[src/rtl/acl_ingress_filter.sv]
// Ingress filter in front of the ACL receive FIFO: forwards each accepted byte one cycle later,
// parses Ethernet/IPv4 header fields and flags frames that must be dropped on their last beat.
module acl_ingress_filter #(
    parameter int unsigned NUM_RULES   = 4,
    parameter int unsigned MAX_LEN     = 1518,
    parameter int unsigned DROP_NON_IP = 1,
    localparam int unsigned IDX_W      = (NUM_RULES > 1) ? $clog2(NUM_RULES) : 1
) (
    input  logic             clk,
    input  logic             rst,
    input  logic [7:0]       i_rxd_tdata,
    input  logic             i_rxd_tvalid,
    input  logic             i_rx_tlast,
    output logic             o_rxd_tready,
    output logic [7:0]       o_fifo_tdata,
    output logic             o_fifo_tvalid,
    output logic             o_fifo_tlast,
    output logic             o_fifo_invalid,
    input  logic             i_fifo_full,
    input  logic             i_rule_wr_en,
    input  logic [IDX_W-1:0] i_rule_idx,
    input  logic [31:0]      i_rule_ip,
    input  logic             i_rule_en,
    output logic [15:0]      o_pass_cnt,
    output logic [15:0]      o_drop_cnt
);

    localparam int unsigned IX_W = 11;
    localparam logic [IX_W-1:0] LAST_IX    = IX_W'(MAX_LEN - 1);
    localparam logic [IX_W-1:0] ETH_HI_IX  = IX_W'(12);
    localparam logic [IX_W-1:0] ETH_LO_IX  = IX_W'(13);
    localparam logic [IX_W-1:0] IP_FIRST_IX = IX_W'(26);
    localparam logic [IX_W-1:0] IP_LAST_IX = IX_W'(29);
    localparam logic [15:0]     ETYPE_IPV4 = 16'h0800;

    typedef enum logic [1:0] {IDLE, HDR, BODY, DISCARD} state_t;

    state_t          state, state_next;
    logic [IX_W-1:0] idx, idx_next;
    logic [7:0]      eth_hi;
    logic [23:0]     ip_hi;
    logic            deny_q, non_ip_q;
    logic [31:0]     rule_ip [NUM_RULES];
    logic [NUM_RULES-1:0] rule_en;

    logic accept, fwd, force_end, frame_end;
    logic match, deny_now, non_ip_now, runt, invalid;

    // Ready is combinational on the FIFO almost-full; the discard state drains regardless.
    assign o_rxd_tready = rst & ((state == DISCARD) | ~i_fifo_full);

    // Parallel source-IP compare against the table as it stands this cycle.
    always_comb begin
        match = 1'b0;
        for (int r = 0; r < int'(NUM_RULES); r++) begin
            if (rule_en[r] && (rule_ip[r] == {ip_hi, i_rxd_tdata})) begin
                match = 1'b1;
            end
        end
    end

    always_comb begin
        state_next = state;
        idx_next   = idx;
        accept     = i_rxd_tvalid & o_rxd_tready;
        fwd        = accept & (state != DISCARD);
        force_end  = fwd & ~i_rx_tlast & (idx == LAST_IX);
        frame_end  = fwd & (i_rx_tlast | force_end);
        deny_now   = (idx == IP_LAST_IX) ? match : deny_q;
        non_ip_now = (idx == ETH_LO_IX) ? ({eth_hi, i_rxd_tdata} != ETYPE_IPV4) : non_ip_q;
        runt       = i_rx_tlast & (idx < IP_LAST_IX);
        invalid    = deny_now | runt | ((DROP_NON_IP != 0) & non_ip_now) | force_end;

        case (state)
            DISCARD: begin
                if (accept && i_rx_tlast) begin
                    state_next = IDLE;
                end
            end
            default: begin
                if (fwd) begin
                    if (i_rx_tlast) begin
                        state_next = IDLE;
                        idx_next   = '0;
                    end else if (force_end) begin
                        state_next = DISCARD;
                        idx_next   = '0;
                    end else begin
                        state_next = (idx >= IP_LAST_IX) ? BODY : HDR;
                        idx_next   = idx + IX_W'(1);
                    end
                end
            end
        endcase
    end

    always_ff @(posedge clk or negedge rst) begin
        if (!rst) begin
            state <= IDLE;
            idx   <= '0;
        end else begin
            state <= state_next;
            idx   <= idx_next;
        end
    end

    // Forwarding registers, header capture, sticky flags and counters.
    always_ff @(posedge clk or negedge rst) begin
        if (!rst) begin
            o_fifo_tdata   <= '0;
            o_fifo_tvalid  <= 1'b0;
            o_fifo_tlast   <= 1'b0;
            o_fifo_invalid <= 1'b0;
            eth_hi         <= '0;
            ip_hi          <= '0;
            deny_q         <= 1'b0;
            non_ip_q       <= 1'b0;
            o_pass_cnt     <= '0;
            o_drop_cnt     <= '0;
        end else begin
            o_fifo_tvalid  <= fwd;
            o_fifo_tlast   <= frame_end;
            o_fifo_invalid <= frame_end & invalid;
            if (fwd) begin
                o_fifo_tdata <= i_rxd_tdata;
                if (idx == ETH_HI_IX) begin
                    eth_hi <= i_rxd_tdata;
                end
                if ((idx >= IP_FIRST_IX) && (idx < IP_LAST_IX)) begin
                    ip_hi <= {ip_hi[15:0], i_rxd_tdata};
                end
                deny_q   <= frame_end ? 1'b0 : deny_now;
                non_ip_q <= frame_end ? 1'b0 : non_ip_now;
            end
            if (frame_end) begin
                if (invalid) begin
                    if (o_drop_cnt != 16'hFFFF) o_drop_cnt <= o_drop_cnt + 16'd1;
                end else begin
                    if (o_pass_cnt != 16'hFFFF) o_pass_cnt <= o_pass_cnt + 16'd1;
                end
            end
        end
    end

    // Rule table; out-of-range indices are ignored.
    always_ff @(posedge clk or negedge rst) begin
        if (!rst) begin
            rule_en <= '0;
            for (int r = 0; r < int'(NUM_RULES); r++) begin
                rule_ip[r] <= '0;
            end
        end else if (i_rule_wr_en && (32'(i_rule_idx) < NUM_RULES)) begin
            rule_ip[i_rule_idx] <= i_rule_ip;
            rule_en[i_rule_idx] <= i_rule_en;
        end
    end

endmodule

[config.mk]
export PLATFORM = sky130hd
export DESIGN_NAME = acl_ingress_filter
export DESIGN_NICKNAME = d
export VERILOG_FILES = /design/src/rtl/acl_ingress_filter.sv
export SDC_FILE = /design/constraint.sdc
export NUM_CORES = 1
export LEC_CHECK = 0
export ABC_AREA = 1
export CAP_MARGIN = 20
export CORE_ASPECT_RATIO = 1.2
export CORE_MARGIN = 4
export CORE_UTILIZATION = 55
export DETAILED_ROUTE_END_ITERATION = 8
export GPL_TIMING_DRIVEN = 0
export MAX_ROUTING_LAYER = met4
export PLACE_DENSITY_LB_ADDON = 0.05
export SLEW_MARGIN = 10
export SYNTH_ARGS = -nofsm -noshare
export SYNTH_HDL_FRONTEND = slang
export SYNTH_SLANG_ARGS = --single-unit
[constraint.sdc]
create_clock -name clk -period 2.63 [get_ports clk]
set_input_delay 0.526 -clock clk [delete_from_list [all_inputs] [get_ports clk]]
set_output_delay 0.526 -clock clk [all_outputs]
set_load 0.02 [all_outputs]
; Word level (Yosys, flattened, before mapping)
; Cells that the tools add are included.
[word_totals]
register_bits = 222
in_bits = 49
elab_cells = 96
mem_bits_ro = 0
ram_bits = 0
latchBits = 0
memories = 0
[classes]
muxes = 22
bitwise = 18
n_reduce_logical = 15
shifts = 0
addsub = 3
magnitude_cmp = 7
eq_ne = 14
mul = 0
div = 0
[ops]
columns = cell, n
row1 = 128-bit bitwise mux, 1
row2 = 32-bit == test, 4
row3 = 32-bit demux with 2-bit select, 1
row4 = 16-bit by 1-bit adder with 16-bit output (second input constant), 2
row5 = 32-bit two-way mux, 1
row6 = 16-bit != test (second input constant), 2
row7 = 11-bit by 4-bit == test with 1-bit output (second input constant), 2
row8 = 11-bit by 5-bit >= comparator with 1-bit output (second input constant), 2
row9 = 11-bit two-way mux, 2
row10 = 16-bit by 12-bit != test with 1-bit output (second input constant), 1
row11 = 2-bit two-way mux, 6
row12 = 11-bit by 1-bit adder with 11-bit output (second input constant), 1
row13 = 11-bit == test (second input constant), 1
row14 = 11-bit by 5-bit == test with 1-bit output (second input constant), 1
row15 = 11-bit by 5-bit less-than comparator with 1-bit output (second input constant), 1
row16 = 1-bit two-way mux, 9
row17 = 1-bit bitwise AND, 8
row18 = 1-bit logical AND, 8
row19 = 2-bit AND reduction, 4
row20 = 3-bit AND reduction, 2
row21 = 1-bit OR, 5
row22 = 4-bit bitwise mux, 1
row23 = 1-bit inverter, 4
row24 = 3-bit >= comparator (second input constant), 1
row25 = 9 further kinds, 9

; Depth between registers and ports, before layout
; Gate-level depths: netlist of run 1.
[logic_depth]
word_depth = 12
ltp_mapped = 18
ltp_nobuf = 16

; Worst setup path after synthesis of run 1
; OpenSTA, ideal clock, no wires.
[synth_path]
path_kind = input-to-reg
startpoint = input port rst
endpoint = register o_drop_cnt[12]
setup_slack_ns = 0.631
path_stages = 11
t_arrival_ns = 1.882
setup_ns = 0.117
required_time_ns = 2.513
path_cell_list = a21boi_2 > nand3_2 > inv_2 > nand2_1 > nor2_2 > nor2_4 > nand2_2 > buf_2 > nand3_1 > nand2_1 > nand2_1
[synth_via]
elab_chain_len = 8
[synth_lines]
columns = element, line
row1 = "start, declared", 10  ; input logic rst,
row2 = 1-bit bitwise AND (*), 50  ; assign o_rxd_tready = rst & ((state == DISCARD) | ~i_fifo_full);
row3 = 1-bit bitwise AND (*), 65  ; accept = i_rxd_tvalid & o_rxd_tready;
row4 = 1-bit bitwise AND (*), 66  ; fwd = accept & (state != DISCARD);
row5 = 1-bit bitwise AND (2 in series), 67  ; force_end = fwd & ~i_rx_tlast & (idx == LAST_IX);
row6 = 1-bit OR, 68  ; frame_end = fwd & (i_rx_tlast | force_end);
row7 = 1-bit bitwise AND, 68
row8 = 3-bit AND reduction (no line) (*), -
row9 = "end signal, assigned", 137  ; if (o_drop_cnt != 16'hFFFF) o_drop_cnt <= o_drop_cnt + 16'd1;
row10 = "end, declared", 25  ; output logic [15:0] o_drop_cnt
; Every way passes the cells marked *; elsewhere a longest branch is shown, timed or not.
; A chain may end at the register's enable or synchronous reset.

; Worst setup path after layout of run 1
[layout_path]
startpoint = input port rst
endpoint = output port o_rxd_tready
[layout_via]
elab_chain_len = 1
[layout_lines]
columns = element, line
row1 = 1-bit bitwise AND, 50
row2 = "end, declared", 14  ; output logic o_rxd_tready,
; Every way passes these cells.

==> impl_metrics.env, run 1 <==
export IMPL_outcome="finished clean"
export IMPL_clkPwrFrac_pct=35.4
export IMPL_layout_nets=1657
export IMPL_maxSlewViolCount=0
export IMPL_r2r_cells=13
export IMPL_cp_endpoint="o_rxd_tready"
export IMPL_syn_area_mm2=0.0112
export IMPL_switching_share_pct=30.4
export IMPL_grt_pass1_vias=10053
export IMPL_p_int_w=0.00647
export IMPL_syn_inst=1480
export IMPL_drc=0
export IMPL_clk_pin_slew_worst_paths_ns=0.06
export IMPL_drive_gt1_share_pct=5.94
export IMPL_cp_max_fo=3
export IMPL_grt_overflow=0
export IMPL_clk_path_buf_depth=3
export IMPL_die_area_mm2=0.0227
export IMPL_slew_headroom_pct=45.5
export IMPL_regArea_mm2=0.00556
export IMPL_fin_skew_ns=0.0165
export IMPL_portBuffers=92
export IMPL_path_class="in2out"
export IMPL_holdWs_ns=0.488
export IMPL_area_growth_pct=18.8
export IMPL_num_rows=56
export IMPL_vias_per_cell=5.53
export IMPL_total_power_w=0.00929
export IMPL_multiInputGateArea_mm2=0.00469
export IMPL_avgSynthCellArea_um2=7.57
export IMPL_hpwl_um=27200
export IMPL_syn_nets=1535
export IMPL_start_util_pct=56.7
export IMPL_comb_power_share_pct=18.7
export IMPL_fin_util_pct=67.3
export IMPL_grt_max_degree=94
export IMPL_worst_ep_required_time_ns=2.10
export IMPL_finalCriticalPeriod_ns=2.59
export IMPL_post_route_period_util_pct=98.5
export IMPL_arrival_ns=2.06
export IMPL_startpoint="rst"
export IMPL_p_leak_nw=6.38
export IMPL_die_width_um=138
export IMPL_core_mm2=0.0198
export IMPL_maxCapViolCount=0
export IMPL_rsz0062_at_grt="false"
export IMPL_p_seq_share_pct=45.9
export IMPL_clk_latency_ns=0.52
export IMPL_antenna_found_initial=0
export IMPL_power_density_mw_per_mm2=698
export IMPL_cp_start_kind="input port"
export IMPL_drtIter0Drc=741
export IMPL_io_pins=93
export IMPL_ant_nets=0
export IMPL_synth_seq_cells=222
export IMPL_setup_viol=0
export IMPL_dr_total_vias=10376
export IMPL_cts_htree_levels=1
export IMPL_cts_buffers=24
export IMPL_synth_cell_types=41
export IMPL_gp_congestion=0.992
export IMPL_cts_sink_count=222
export IMPL_switching_power_w=0.00282
export IMPL_wl_per_cell_um=19.4
export IMPL_die_h_um=164
export IMPL_cts_tree="yes"
export IMPL_grt_pass1_wl_um=56600
export IMPL_r2r_end="o_drop_cnt[12]$_DFFE_PN0P_"
export IMPL_end_kind="output port"
export IMPL_wirelength_um=36300
export IMPL_grt_usage_pct=32.9
export IMPL_min_path_type="reg2reg"
export IMPL_max_freq_ghz=0.386
export IMPL_worstReg2RegStart="ip_hi[4]$_DFFE_PN0P_"
export IMPL_ir_drop_mv=0.601
export IMPL_dr_pass1_iters=8
export IMPL_fillers=1705
export IMPL_hold_violations=0
export IMPL_tns_ns=0
export IMPL_cts_root_buf="clkbuf_16"
export IMPL_tightestPinTransition_ns=0.818
export IMPL_diodes=0
export IMPL_rrSetupSlack_ns=0.22
export IMPL_yosysWarnings=0
export IMPL_seq_area_frac_synth_pct=49.6
-- synthesized netlist by cell type (all sizes together) --
cell | number | area, um^2
nand2 | 488 | 1840
nand4 | 39 | 244
nor4 | 8 | 50.1
nand3b | 6 | 45.0
nor2 | 107 | 414
ha | 6 | 75.1
nor3 | 18 | 90.1
or2 | 13 | 81.3
o211ai | 2 | 15.0
xor2 | 9 | 78.8
o22ai | 6 | 37.5
a211oi | 1 | 7.51
a31oi | 1 | 6.26
a21oi | 7 | 46.3
dfrtp | 222 | 5560
nor3b | 1 | 7.51
nand3 | 58 | 318
a21boi | 1 | 11.3
buf | 18 | 111
xnor2 | 24 | 210
and3 | 1 | 6.26
or3 | 2 | 17.5
inv | 192 | 721
clkbuf | 35 | 134
o21ai | 215 | 1080
-- routing by layer --
layer  vias to the layer above  wire, um  track usage, %
met5                         -         0               -
met3                        91      2130            3.79
li1                       4933         -               -
met2                       405     18200            57.2
met1                      4947     14400            40.1
met4                         0      1580            12.3
-- sequential cells by signal, summed over array words and instances, names as in the netlist --
signal,count
rule_ip,128
o_fifo_tdata,8
o_fifo_tlast,1
deny_q,1
eth_hi,8
o_fifo_invalid,1
rule_en,4
o_fifo_tvalid,1
non_ip_q,1
ip_hi,24
idx,11
o_drop_cnt,16
state,2
o_pass_cnt,16
-- power by group through the flow --
| stage | combinational [W] | clock [W] | sequential [W] |
|---|---|---|---|
| finish | 0.00173 | 0.00329 | 0.00426 |
| global route | 0.00194 | 0.00348 | 0.00430 |
| CTS | 0.00173 | 0.00333 | 0.00425 |
| detailed placement | 0.00171 | 0 | 0.00430 |
| global placement | 0.00165 | 0 | 0.00429 |
| floorplan | 0.000969 | 0 | 0.00424 |
-- cell usage in the layout, fill, tap and decap left out, types with 8 or more instances in the layout --
cell type	count
nand4_1	39
xnor2_1	23
inv_1	169
inv_2	23
o21ai_0	199
o21ai_1	16
nor4_1	8
nand3_1	54
buf_2	10
clkbuf_16	25
clkbuf_1	40
clkdlybuf4s50_1	90
nor3_1	18
dfrtp_1	222
xor2_1	9
nor2_1	104
nand2_1	486
-- worst min path at each step --
stage	slack, ns	start	to	cells after the start
2_1_floorplan	0.23	rst	deny_q$_DFFE_PN0P_	0
3_3_place_gp	0.47	non_ip_q$_DFFE_PN0P_	non_ip_q$_DFFE_PN0P_	2
3_5_place_dp	0.44	rst	o_fifo_tvalid$_DFF_PN0_	1
4_1_cts	0.49	eth_hi[3]$_DFFE_PN0P_	eth_hi[3]$_DFFE_PN0P_	2
5_1_grt	0.51	eth_hi[7]$_DFFE_PN0P_	eth_hi[7]$_DFFE_PN0P_	2
6_report	0.49	eth_hi[5]$_DFFE_PN0P_	eth_hi[5]$_DFFE_PN0P_	2
-- cell families (layout without fill, tap and decap cells) --
logic type                 after synthesis  after routing  share of synthesized area [%]
AOI/OAI and AO/OA                      233            233                           10.7
xor gates and xnor gates                33             33                           2.58
adders and majority gates                6              6                          0.670
buffers and inverters                  245            381                           8.62
DFF                                    222            222                           49.6
and+or+nand+nor                        741            741                           27.8
-- repair_timing --
item | CTS | global route
buffers inserted | 0 | 0
endpoints found under the setup margin | 0 | 12
hold buffers | 2 | 0
endpoints found under the hold margin | 42 | 0
resized for setup | 0 | 5
-- layout make-up --
type / instances / area share, %
buffer: 53 / 1.86
multi-input combinational: 1013 / 35.2
tap: 261 / 2.45
clock buffer: 36 / 5.31
clock inverter: 4 / 0.357
sequential: 222 / 41.8
inverter: 192 / 5.42
timing repair buffer: 96 / 7.62
-- metrics by stage --
| stage | instances | cell area (um^2) | setup WS [ns] |
|---|---|---|---|
| after floorplan | 1480 | 11200 | 0.631 |
| after global placement | 1833 | 12400 | -8.32 |
| after detailed placement | 1835 | 12500 | -0.407 |
| after CTS | 1877 | 13300 | 0.0402 |
| after global routing | 1877 | 13300 | 0.00177 |
| final | 1877 | 13300 | 0.0396 |
-- worst max-delay path, cell delays in order --
cell	delay [ns]
dlygate4sd3_1	0.56
buf_8	0.13
a21boi_2	0.21
clkdlybuf4s50_1	0.63
Note: power is estimated with default switching activity, not from simulation.
==> inputs of run 2 (changes only) <==
CORE_UTILIZATION = 35   (was 55)
==> run 2 against run 1 <==
Largest power group unchanged. Flip-flop and latch count stayed put. Hold slack worse by 0.0043 ns. Clock-buffer cell count is 2 higher. Critical path type is now in2reg. Cell count is 7.9% higher. Fmax is 7.0% higher. Sequential share of layout area is 1.1 points lower. Setup slack better by 0.17 ns. Total power is 5.5% higher. Clock skew is 0.0014 ns higher. Cell area is 2.6% higher. Non-clock buffer count is 2 higher.
==> impl_metrics.env, run 2 (synthesis gave the netlist of run 1 again) <==
export IMPL_path_buf_inv=5
export IMPL_design_area_mm2=0.0137
export IMPL_drtIter0Drc=700
export IMPL_outcome="finished clean"
export IMPL_grt_overflow=0
export IMPL_place_area_mm2=0.0127
export IMPL_antenna_found_initial=0
export IMPL_area_growth_pct=21.9
export IMPL_holdPathStages=2
export IMPL_cts_tree="yes"
export IMPL_cp_top_family="buffers and inverters"
export IMPL_r2r_cells=13
export IMPL_end_kind="register"
export IMPL_largest_reg_flops=128
export IMPL_path_class="in2reg"
export IMPL_final_common_cell="nand2_1"
export IMPL_cpPeakStageDelay_ns=0.56
export IMPL_worstReg2RegStart="ip_hi[4]$_DFFE_PN0P_"
export IMPL_die_area_mm2=0.0349
export IMPL_drc=0
export IMPL_fin_skew_ns=0.0178
export IMPL_worst_ep_required_time_ns=3.03
export IMPL_cts_sink_count=222
export IMPL_hpwl_um=29800
export IMPL_cts_htree_levels=1
export IMPL_power_density_mw_per_mm2=717
export IMPL_hold_violations=0
export IMPL_core_mm2=0.0314
export IMPL_layout_nets=1661
export IMPL_top_regs="rule_ip x128, ip_hi x24"
export IMPL_grt_usage_pct=23.3
export IMPL_rsz0062_at_grt="false"
export IMPL_slew_headroom_pct=41.9
export IMPL_ir_drop_mv=0.397
export IMPL_tightestPinTransition_ns=0.872
export IMPL_cts_root_buf="clkbuf_16"
export IMPL_setup_viol=0
export IMPL_worstHoldStart="eth_hi[4]$_DFFE_PN0P_"
export IMPL_clk_latency_ns=0.54
export IMPL_cp_start_kind="input port"
export IMPL_num_rows=71
export IMPL_dr_pass1_iters=5
export IMPL_start_util_pct=35.6
export IMPL_maxCapViolCount=0
export IMPL_clk_pin_slew_worst_paths_ns=0.06
export IMPL_die_width_um=171
export IMPL_arrival_ns=2.82
export IMPL_grt_max_degree=93
export IMPL_rrSetupSlack_ns=0.25
export IMPL_grt_pass1_vias=9965
export IMPL_critPathSlowestCell="dlygate4sd3_1"
export IMPL_portBuffers=92
export IMPL_cp_max_fo=10
export IMPL_top_register="rule_ip"
export IMPL_drive_gt1_share_pct=6.71
export IMPL_cts_buffers=26
export IMPL_post_route_period_util_pct=92.0
export IMPL_diodes=0
export IMPL_wirelength_um=39100
export IMPL_min_to="eth_hi[4]$_DFFE_PN0P_"
export IMPL_tns_ns=0
export IMPL_max_freq_ghz=0.413
export IMPL_clk_path_buf_depth=3
export IMPL_finalCriticalPeriod_ns=2.42
export IMPL_die_h_um=204
export IMPL_gp_congestion=0.958
export IMPL_fin_util_pct=43.4
export IMPL_maxSlewViolCount=0
export IMPL_grt_pass1_wl_um=60200
export IMPL_min_path_type="reg2reg"
export IMPL_io_pins=93
export IMPL_wl_per_cell_um=19.3
export IMPL_vias_per_cell=4.91
export IMPL_dr_total_vias=9933
export IMPL_r2r_end="o_drop_cnt[8]$_DFFE_PN0P_"
export IMPL_p_leak_nw=6.49
export IMPL_final_cell_mix="486 x nand2_1, 222 x dfrtp_1, 199 x o21ai_0"
export IMPL_path_cells="dlygate4sd3_1 -> buf_8 -> a21boi_2 -> nand3_2 -> inv_2 -> nand2_1 -> buf_2 -> clkbuf_1 -> o21ai_0"
export IMPL_ant_nets=0
[run 2: routing by layer]
metal | track usage [%] | share of wire, % | up-vias | wire [um]
li1 | - | - | 4932 | -
met1 | 29.0 | 42 | 4706 | 16500
met2 | 39.8 | 50 | 233 | 19400
met3 | 2.81 | 5.0 | 62 | 1950
met4 | 6.88 | 3.3 | 0 | 1290
met5 | - | 0 | - | 0
[run 2: what timing repair did]
action,CTS,global route
endpoints found under the setup margin,0,33
hold buffers,2,0
hold endpoints to repair,48,0
gates resized for setup,0,7
setup buffers,0,2
[run 2: worst max-delay path by stage]
stage,to,cells after the start,from
finish,ip_hi[23]$_DFFE_PN0P_,9,rst
floorplan,o_drop_cnt[12]$_DFFE_PN0P_,11,rst
CTS,o_rxd_tready,4,rst
global route,ip_hi[18]$_DFFE_PN0P_,10,idx[10]$_DFFE_PN0P_
global placement,rule_ip[88]$_DFFE_PN0P_,1,rst
detailed placement,o_pass_cnt[3]$_DFFE_PN0P_,12,i_rxd_tdata[3]
[run 2: final cells by class]
type                            instances  area, um^2
Fill cell                            3316       17800
Sequential cell                       222        5560
Multi-Input combinational cell       1013        4690
Timing Repair Buffer                   98        1040
Clock buffer                           38         797
Inverter                              192         724
Tap cell                              401         502
Buffer                                 53         246
Clock inverter                          8         101
[run 2: worst min-delay path: stages (launching register included)]
cell and delay, ns:
dfrtp_1 0.34, nand2_1 0.05, o21ai_0 0.06
[run 2: power by group]
part,total [W],internal (W),switching (W)
Combinational,0.00172,0.000680,0.00104
Sequential,0.00428,0.00385,0.000431
Clock,0.00379,0.00229,0.00151
[run 2: metrics by stage]
step / hold slack (ns) / power, W / cells / worst slack [ns]
after global routing: 0.511 / 0.0103 / 2025 / 0.00517
after floorplan: 0.230 / 0.00521 / 1480 / 0.631
after detailed placement: 0.459 / 0.00606 / 1975 / -0.492
final: 0.484 / 0.00980 / 2025 / 0.210
after CTS: 0.490 / 0.00991 / 2023 / 0.0304
after global placement: 0.468 / 0.00603 / 1973 / -9.12
